File: config.mk
export PLATFORM = sky130hd
export DESIGN_NAME = serial_add_ctrl_flat
export DESIGN_NICKNAME = d
export VERILOG_FILES = /design/src/rtl/serial_add_ctrl_if.sv /design/src/rtl/serial_add_ctrl.sv /design/src/flat_wrapper.sv
export SDC_FILE = /design/constraint.sdc
export NUM_CORES = 1
export LEC_CHECK = 0
export CORE_AREA = 8 8 115 106
export DETAILED_ROUTE_END_ITERATION = 16
export DIE_AREA = 0 0 123 114
export DONT_BUFFER_PORTS = 1
export PLACE_DENSITY = 0.44
export SYNTH_ARGS = -nofsm -noshare
export SYNTH_HDL_FRONTEND = slang
export SYNTH_SLANG_ARGS = --single-unit
File: constraint.sdc
create_clock -name clock -period 6.9 [get_ports clock]
set_input_delay 1.035 -clock clock [delete_from_list [all_inputs] [get_ports clock]]
set_output_delay 1.035 -clock clock [all_outputs]
set_load 0.1 [all_outputs]
File: src/rtl/serial_add_ctrl_if.sv
// Operand/result bundle between a requesting sequencer and the serial add/subtract controller.
// The master drives the request side; the controller (slave) returns status and result.
interface serial_add_ctrl_if #(
    parameter int NIBBLES = 4
);
    localparam int W = 4 * NIBBLES;

    logic         start;
    logic         sub;
    logic         cin;
    logic [W-1:0] a;
    logic [W-1:0] b;
    logic         busy;
    logic         done;
    logic [W-1:0] result;
    logic         cout;
    logic         overflow;

    modport master (
        output start, sub, cin, a, b,
        input  busy, done, result, cout, overflow
    );

    modport slave (
        input  start, sub, cin, a, b,
        output busy, done, result, cout, overflow
    );
endinterface

File: src/rtl/serial_add_ctrl.sv
// Multi-precision add/subtract built on one shared 4-bit ripple-carry adder,
// processing one nibble per clock, LSB first, with the carry held between cycles.
//
// state | meaning
// IDLE  | waiting for start; result/cout/overflow hold the last answer
// RUN   | adding nibble idx, carry chained through the carry register
// DONE  | one-cycle done pulse, then back to IDLE
module serial_add_ctrl #(
    parameter int NIBBLES = 4
) (
    input logic           clock,
    input logic           reset,
    serial_add_ctrl_if.slave bus
);
    localparam int W  = 4 * NIBBLES;
    localparam int IW = $clog2(NIBBLES);

    typedef enum logic [1:0] {IDLE, RUN, DONE} state_t;

    state_t         state;
    logic [W-1:0]   op_a;
    logic [W-1:0]   op_b;
    logic [W-1:0]   result_q;
    logic           carry;
    logic [IW-1:0]  idx;
    logic           busy_q;
    logic           done_q;
    logic           cout_q;
    logic           overflow_q;

    logic [3:0]     nib_a;
    logic [3:0]     nib_b;
    logic [3:0]     sum;
    logic           add_cout;

    assign nib_a = op_a[idx*4 +: 4];
    assign nib_b = op_b[idx*4 +: 4];

    // The shared 4-bit ripple-carry adder: four chained full adders.
    always_comb begin
        logic c;
        c   = carry;
        sum = '0;
        for (int i = 0; i < 4; i++) begin
            sum[i] = nib_a[i] ^ nib_b[i] ^ c;
            c      = (nib_a[i] & nib_b[i]) | (c & (nib_a[i] ^ nib_b[i]));
        end
        add_cout = c;
    end

    always_ff @(posedge clock) begin
        if (reset) begin
            state      <= IDLE;
            op_a       <= '0;
            op_b       <= '0;
            result_q   <= '0;
            carry      <= 1'b0;
            idx        <= '0;
            busy_q     <= 1'b0;
            done_q     <= 1'b0;
            cout_q     <= 1'b0;
            overflow_q <= 1'b0;
        end else begin
            case (state)
                IDLE: begin
                    done_q <= 1'b0;
                    if (bus.start) begin
                        // Subtraction is A + ~B + 1; cin is ignored in that mode.
                        op_a     <= bus.a;
                        op_b     <= bus.sub ? ~bus.b : bus.b;
                        carry    <= bus.sub ? 1'b1 : bus.cin;
                        idx      <= '0;
                        result_q <= '0;
                        busy_q   <= 1'b1;
                        state    <= RUN;
                    end
                end
                RUN: begin
                    result_q[idx*4 +: 4] <= sum;
                    carry                <= add_cout;
                    if (idx == IW'(NIBBLES - 1)) begin
                        cout_q     <= add_cout;
                        overflow_q <= (op_a[W-1] == op_b[W-1]) && (sum[3] != op_a[W-1]);
                        busy_q     <= 1'b0;
                        done_q     <= 1'b1;
                        state      <= DONE;
                    end else begin
                        idx <= idx + IW'(1);
                    end
                end
                DONE: begin
                    done_q <= 1'b0;
                    state  <= IDLE;
                end
                default: begin
                    busy_q <= 1'b0;
                    done_q <= 1'b0;
                    state  <= IDLE;
                end
            endcase
        end
    end

    assign bus.busy     = busy_q;
    assign bus.done     = done_q;
    assign bus.result   = result_q;
    assign bus.cout     = cout_q;
    assign bus.overflow = overflow_q;
endmodule

File: src/flat_wrapper.sv
// flat-port wrapper written by rule: the top's interface ports become plain ports
module serial_add_ctrl_flat 
#(
    parameter int NIBBLES = 4
)
  (clock, reset, bus_start, bus_sub, bus_cin, bus_a, bus_b, bus_busy, bus_done, bus_result, bus_cout, bus_overflow);
  serial_add_ctrl_if #(.NIBBLES(NIBBLES)) bus_i ();
  input logic clock;
  input logic reset;
  input wire logic [$bits(bus_i.start)-1:0] bus_start;
  input wire logic [$bits(bus_i.sub)-1:0] bus_sub;
  input wire logic [$bits(bus_i.cin)-1:0] bus_cin;
  input wire logic [$bits(bus_i.a)-1:0] bus_a;
  input wire logic [$bits(bus_i.b)-1:0] bus_b;
  output wire logic [$bits(bus_i.busy)-1:0] bus_busy;
  output wire logic [$bits(bus_i.done)-1:0] bus_done;
  output wire logic [$bits(bus_i.result)-1:0] bus_result;
  output wire logic [$bits(bus_i.cout)-1:0] bus_cout;
  output wire logic [$bits(bus_i.overflow)-1:0] bus_overflow;
  assign bus_i.start = bus_start;
  assign bus_i.sub = bus_sub;
  assign bus_i.cin = bus_cin;
  assign bus_i.a = bus_a;
  assign bus_i.b = bus_b;
  assign bus_busy = bus_i.busy;
  assign bus_done = bus_i.done;
  assign bus_result = bus_i.result;
  assign bus_cout = bus_i.cout;
  assign bus_overflow = bus_i.overflow;
  serial_add_ctrl #(.NIBBLES(NIBBLES)) u_core (.clock(clock), .reset(reset), .bus(bus_i));
endmodule
==> flow_summary.ini, run 1 <==
[routing]
dr.pass1.iters = 4
vias_per_cell = 4.631
drt_iter0_drc = 88
routed_wl_um = 6364
met2_wirelength_um = 2692
wl_per_cell_um = 16.19
wl_met1_um = 2982
drtAntennaViolNets = 0
vias = 1820
top_layer = met4
met3WireLength_um = 609
drc = 0

[critical_path]
cp.required_ns = 7.12
crit_type = reg -> reg
end_kind = register
critical_path_arrival_ns = 3.74
max_stage_delay_ns = 0.87
path_cells = mux4_2 > inv_1 > fa_1 > inv_1 > fa_1 > inv_1 > fa_1 > inv_1 > fa_1 > nand3b_1 > a221oi_1
worstPathMaxFanout = 16
cpMaxStageDelayCell = dfxtp_1
crit_path_start_kind = register

[logic_synthesis]
synth-main-ff-cell = dfxtp_1
yosysSeqAreaShare = 0.4408
yosysTopAreaCellShare = 0.4408
synthCells = 268
ys_warn_count = 0
yosysUniqueCellTypes = 38
syn_nets = 313
post_synth.cell_area_avg_um2 = 9.659
syn_area_um2 = 2589
synth.most_common_cell = dfxtp_1
synth_common_cells = 57 x dfxtp_1, 34 x nand2_1, 26 x nor2_1
synth_top_area_cell = dfxtp_1
ys_seq_elements = 57
synth_area_leaders = dfxtp_1 44%, mux4_2 7.0%, xnor2_1 5.4%
synth-edff-count = 0
async_flop_share = 0

[timing]
setup_viol = 0
grt_setup_unrepaired = no
whs_ns = 0.4462
hold_violations = 0
clock.fmax_ghz = 0.2844
fin_ws_ns = 3.384
slew_viol_final = 0
slew_headroom = 0.3204
tns_ns = 0
worstMarginPinSlew_ns = 1.018
period_share = 0.5096
min_period_ns = 3.516
fin_worst_skew_ns = 0.006480

[die]
die_y_um = 114
num_rows = 35
core_region_area_um2 = 10160
die-area_um2 = 14020
chipWidth_um = 123
initial_core_util = 0.2548
io_pins = 57

[grt]
grt_max_degree = 48
antenna_found_initial = 0
gr-total-overflow = 0
grt_use_total = 0.09526
grt_pass1_vias = 1886
grt_pass1_wl_um = 10090

[clocking]
cts_buffers = 9
path_clk_slew_ns = 0.05
clk_path_buf_depth = 2
cts-root-buf = clkbuf_16
cts_tree = built
clk_latency_ns = 0.32
postCtsHoldBufs = 0
cts_setup_buffers = 0
clock_sinks = 57
cts_resized = 0
htree_levels = 3

[placed_design]
place_congestion = 0.7307
place_ws_ns = 3.363
port_buffers = 0
dp_hpwl_um = 4646

[min_path]
hold_path_class = reg -> reg

[power_and_ir_drop]
ir_drop_mv = 0.1254
finalPower_mw = 0.8508
p_leak_nw = 1.024
power.density_nw_per_um2 = 290.2

[layout]
drive_gt1_frac = 0.1023
area_growth_pct = 13.24
multi_input_area_um2 = 1321
seq_area_um2 = 1141
antenna-diode-count = 0
nets = 307
n_fill_cell = 1080

[job]
maxCapViolCount = 0

[status]
status = complete, no violations
-- worst paths after layout --
check / start / end / slack [ns] / cells after the start
setup reg to reg: u_core.idx[0]$_SDFFE_PP0P_ / u_core.bus.overflow$_SDFFE_PP0P_ / 3.38 / 11
setup / recovery: u_core.idx[0]$_SDFFE_PP0P_ / u_core.bus.overflow$_SDFFE_PP0P_ / 3.38 / 11
hold / removal: u_core.op_a[11]$_SDFFE_PP0P_ / u_core.op_a[11]$_SDFFE_PP0P_ / 0.45 / 2
hold reg to reg: u_core.op_a[11]$_SDFFE_PP0P_ / u_core.op_a[11]$_SDFFE_PP0P_ / 0.45 / 2
-- power by group --
| part | internal, mW | total, mW | switching, mW |
|---|---|---|---|
| clock | 0.245 | 0.380 | 0.135 |
| combinational | 0.0440 | 0.0928 | 0.0488 |
| sequential | 0.348 | 0.378 | 0.0298 |
-- worst max-delay path: cells and delay by family, from the launching register on --
kind	cells	cell delay, ns
adders and majority gates	4	1.23
AOI/OAI and AO/OA	1	0.24
buffers and inverters	4	0.27
DFF	1	0.87
and+or+nand+nor	1	0.21
muxes	1	0.59
-- per-layer routing --
layer  track usage  vias up
li1              -      933
met1        0.1162      825
met2        0.1351       54
met3       0.05284        8
met4       0.03849        0
met5             0        -
-- stage by stage --
step / cells / util / instance area, um^2
after floorplan: 268 / - / 2589
after global placement: 380 / 0.2638 / 2680
after detailed placement: 380 / 0.2638 / 2680
after CTS: 393 / 0.2885 / 2932
after global routing: 393 / 0.2885 / 2932
final: 393 / 0.2885 / 2932
-- cells by family after synthesis --
family / synth area share
muxes: 0.09086
adders and majority gates: 0.05027
xor gates and xnor gates: 0.05413
buffers and inverters: 0.05075
AOI/OAI and AO/OA: 0.1648
and+or+nand+nor: 0.1484
DFF: 0.4408
-- registers in the layout, indices dropped and copies added (netlist names) --
signal and cells:
u_core.op_b 16, u_core.state 2, u_core.bus.busy 1, u_core.bus.result 16, u_core.op_a 16, u_core.carry 1, u_core.bus.done 1, u_core.bus.cout 1
u_core.bus.overflow 1, u_core.idx 2
-- layout make-up --
class / count / area share
multi-input combinational: 180 / 0.4507
tap: 129 / 0.05506
timing repair buffer: 1 / 0.002561
clock inverter: 1 / 0.001707
inverter: 13 / 0.01665
sequential: 57 / 0.3892
clock buffer: 12 / 0.08408
-- layout by cell type (no fill, tap or decap), types with 4 or more instances in the layout --
cell,n
xnor2_1,16
a22o_1,5
dfxtp_1,57
nor2_1,26
inv_1,13
clkbuf_16,9
a32o_1,4
fa_1,4
ha_1,4
a21oi_1,23
nand2_1,34
o2bb2ai_1,8
mux4_2,8
mux2_2,4
a211oi_1,16
(Power assumes the default switching activity.)
==> inputs of run 2 (changes only) <==
Clock period 6.9 ns to 3.4 ns, I/O delays scaled along.
==> run 2 against run 1 <==
  * Fmax up 15%
  * Power up 130%
  * Critical path depth unchanged
  * Sequential power up 100%
  * Largest cell class unchanged
  * Sequential share of layout area down 1.1 points
  * First-iteration DRC count up 3.4%
  * Hold slack worse by 0.20 ns
  * Non-clock buffer count up 2
  * Register-to-register slack worse by 3.1 ns
  * Clock power rose to 2.5 times the previous value
  * Worst setup slack worse by 3.1 ns
==> flow_summary.ini, run 2 (synthesized netlist as in run 1, its figures left out) <==
[critical_path]
cp-startpoint = u_core.idx[0]$_SDFFE_PP0P_
crit_path_start_kind = register
critical_path_arrival_ns = 3.30
cp.required_ns = 3.63
crit_type = reg -> reg
worstPathMaxFanout = 6
r2r-start = u_core.idx[0]$_SDFFE_PP0P_
end_kind = register

[layout]
area_growth_pct = 16.53
nets = 309
drive_gt1_frac = 0.1227
finalCoreUtilization = 0.2969
fin_area_um2 = 3017
antenna-diode-count = 0
final_cell_mix = 57 x dfxtp_1, 34 x nand2_1, 26 x nor2_1
layout_commonest_cell = dfxtp_1

[timing]
slew_headroom = 0.3082
clock.fmax_ghz = 0.3257
min_period_ns = 3.070
period_share = 0.9030
whs_ns = 0.2495
tns_ns = 0
fin_worst_skew_ns = 0.009399
setup_viol = 0
hold_violations = 0
grt_setup_unrepaired = no
worstMarginPinSlew_ns = 1.036
slew_viol_final = 0

[clocking]
cts_buffers = 9
htree_levels = 3
cts_setup_buffers = 0
clock_sinks = 57
postCtsHoldBufs = 0
cts_tree = built
path_clk_slew_ns = 0.05
cts-root-buf = clkbuf_16
cts_resized = 0
clk_latency_ns = 0.33
clk_path_buf_depth = 2

[power_and_ir_drop]
p_leak_nw = 1.070
power.density_nw_per_um2 = 635.9
finalPower_mw = 1.918
ir_drop_mv = 0.3165

[routing]
wl_per_cell_um = 16.35
drtAntennaViolNets = 0
drc = 0
dr.pass1.iters = 4
routed_wl_um = 6508
vias = 1857
vias_per_cell = 4.666
drt_iter0_drc = 91

[min_path]
hold_path_class = in -> reg
worstHoldStart = reset

[die]
initial_core_util = 0.2548
chipWidth_um = 123
die_y_um = 114
num_rows = 35
die-area_um2 = 14020
io_pins = 57
core_region_area_um2 = 10160

[placed_design]
port_buffers = 0
post_dp_cell_area_um2 = 2695
dp_hpwl_um = 4787
place_congestion = 0.7465

[grt]
grt_pass1_vias = 1935
gr-total-overflow = 0
grt_max_degree = 51
grt_pass1_wl_um = 10360
antenna_found_initial = 0
grt_use_total = 0.09814

[status]
status = complete, no violations

[job]
maxCapViolCount = 0
[run 2: cell count changes in the layout (fill, tap and decap cells not counted)]
cell	change
buf_4	+2
bufinv_16	+2
clkbuf_1	-1
clkinv_2	+1
clkinv_4	+1
[run 2: stage by stage]
| stage | setup slack (ns) | std cells |
|---|---|---|
| CTS | 0.3141 | 398 |
| detailed placement | 0.3139 | 382 |
| floorplan | 0.3151 | 268 |
| finish | 0.3296 | 398 |
| global placement | 0.4147 | 382 |
| global route | 0.1557 | 398 |
[run 2: path summary, 6_finish.rpt]
path,end,slack (ns),cells past startpoint
max,u_core.bus.overflow$_SDFFE_PP0P_,0.33,11
min,u_core.bus.busy$_SDFFE_PP0P_,0.25,1
max reg2reg,u_core.bus.overflow$_SDFFE_PP0P_,0.33,11
min reg2reg,u_core.op_a[14]$_SDFFE_PP0P_,0.45,2
[run 2: routing by layer]
layer,track usage,vias to the layer above,part of all wire
met1,0.1215,853,0.46
met3,0.05432,8,0.10
met4,0.03368,0,0.011
met5,0,-,0
li1,-,936,-
met2,0.1398,60,0.42
[run 2: power by group]
group | switching [mW] | internal (mW)
Combinational | 0.105 | 0.0911
Sequential | 0.0555 | 0.706
Clock | 0.302 | 0.659
Total | 0.463 | 1.46
[run 2: cell type report]
type	count	area (um^2)
timing repair buffer	3	22.52
tap	129	161.4
sequential	57	1141
fill	1114	7143
clock buffer	11	242.7
clock inverter	5	78.83
multi-input combinational	180	1321
inverter	13	48.80
[run 2: critical path: stages (launching register included)]
cell	delay, ns
dfxtp_1	0.49
mux4_2	0.54
inv_1	0.09
fa_1	0.16
inv_1	0.05
fa_1	0.36
inv_1	0.08
fa_1	0.16
inv_1	0.05
fa_1	0.56
nand3b_1	0.20
a221oi_1	0.24
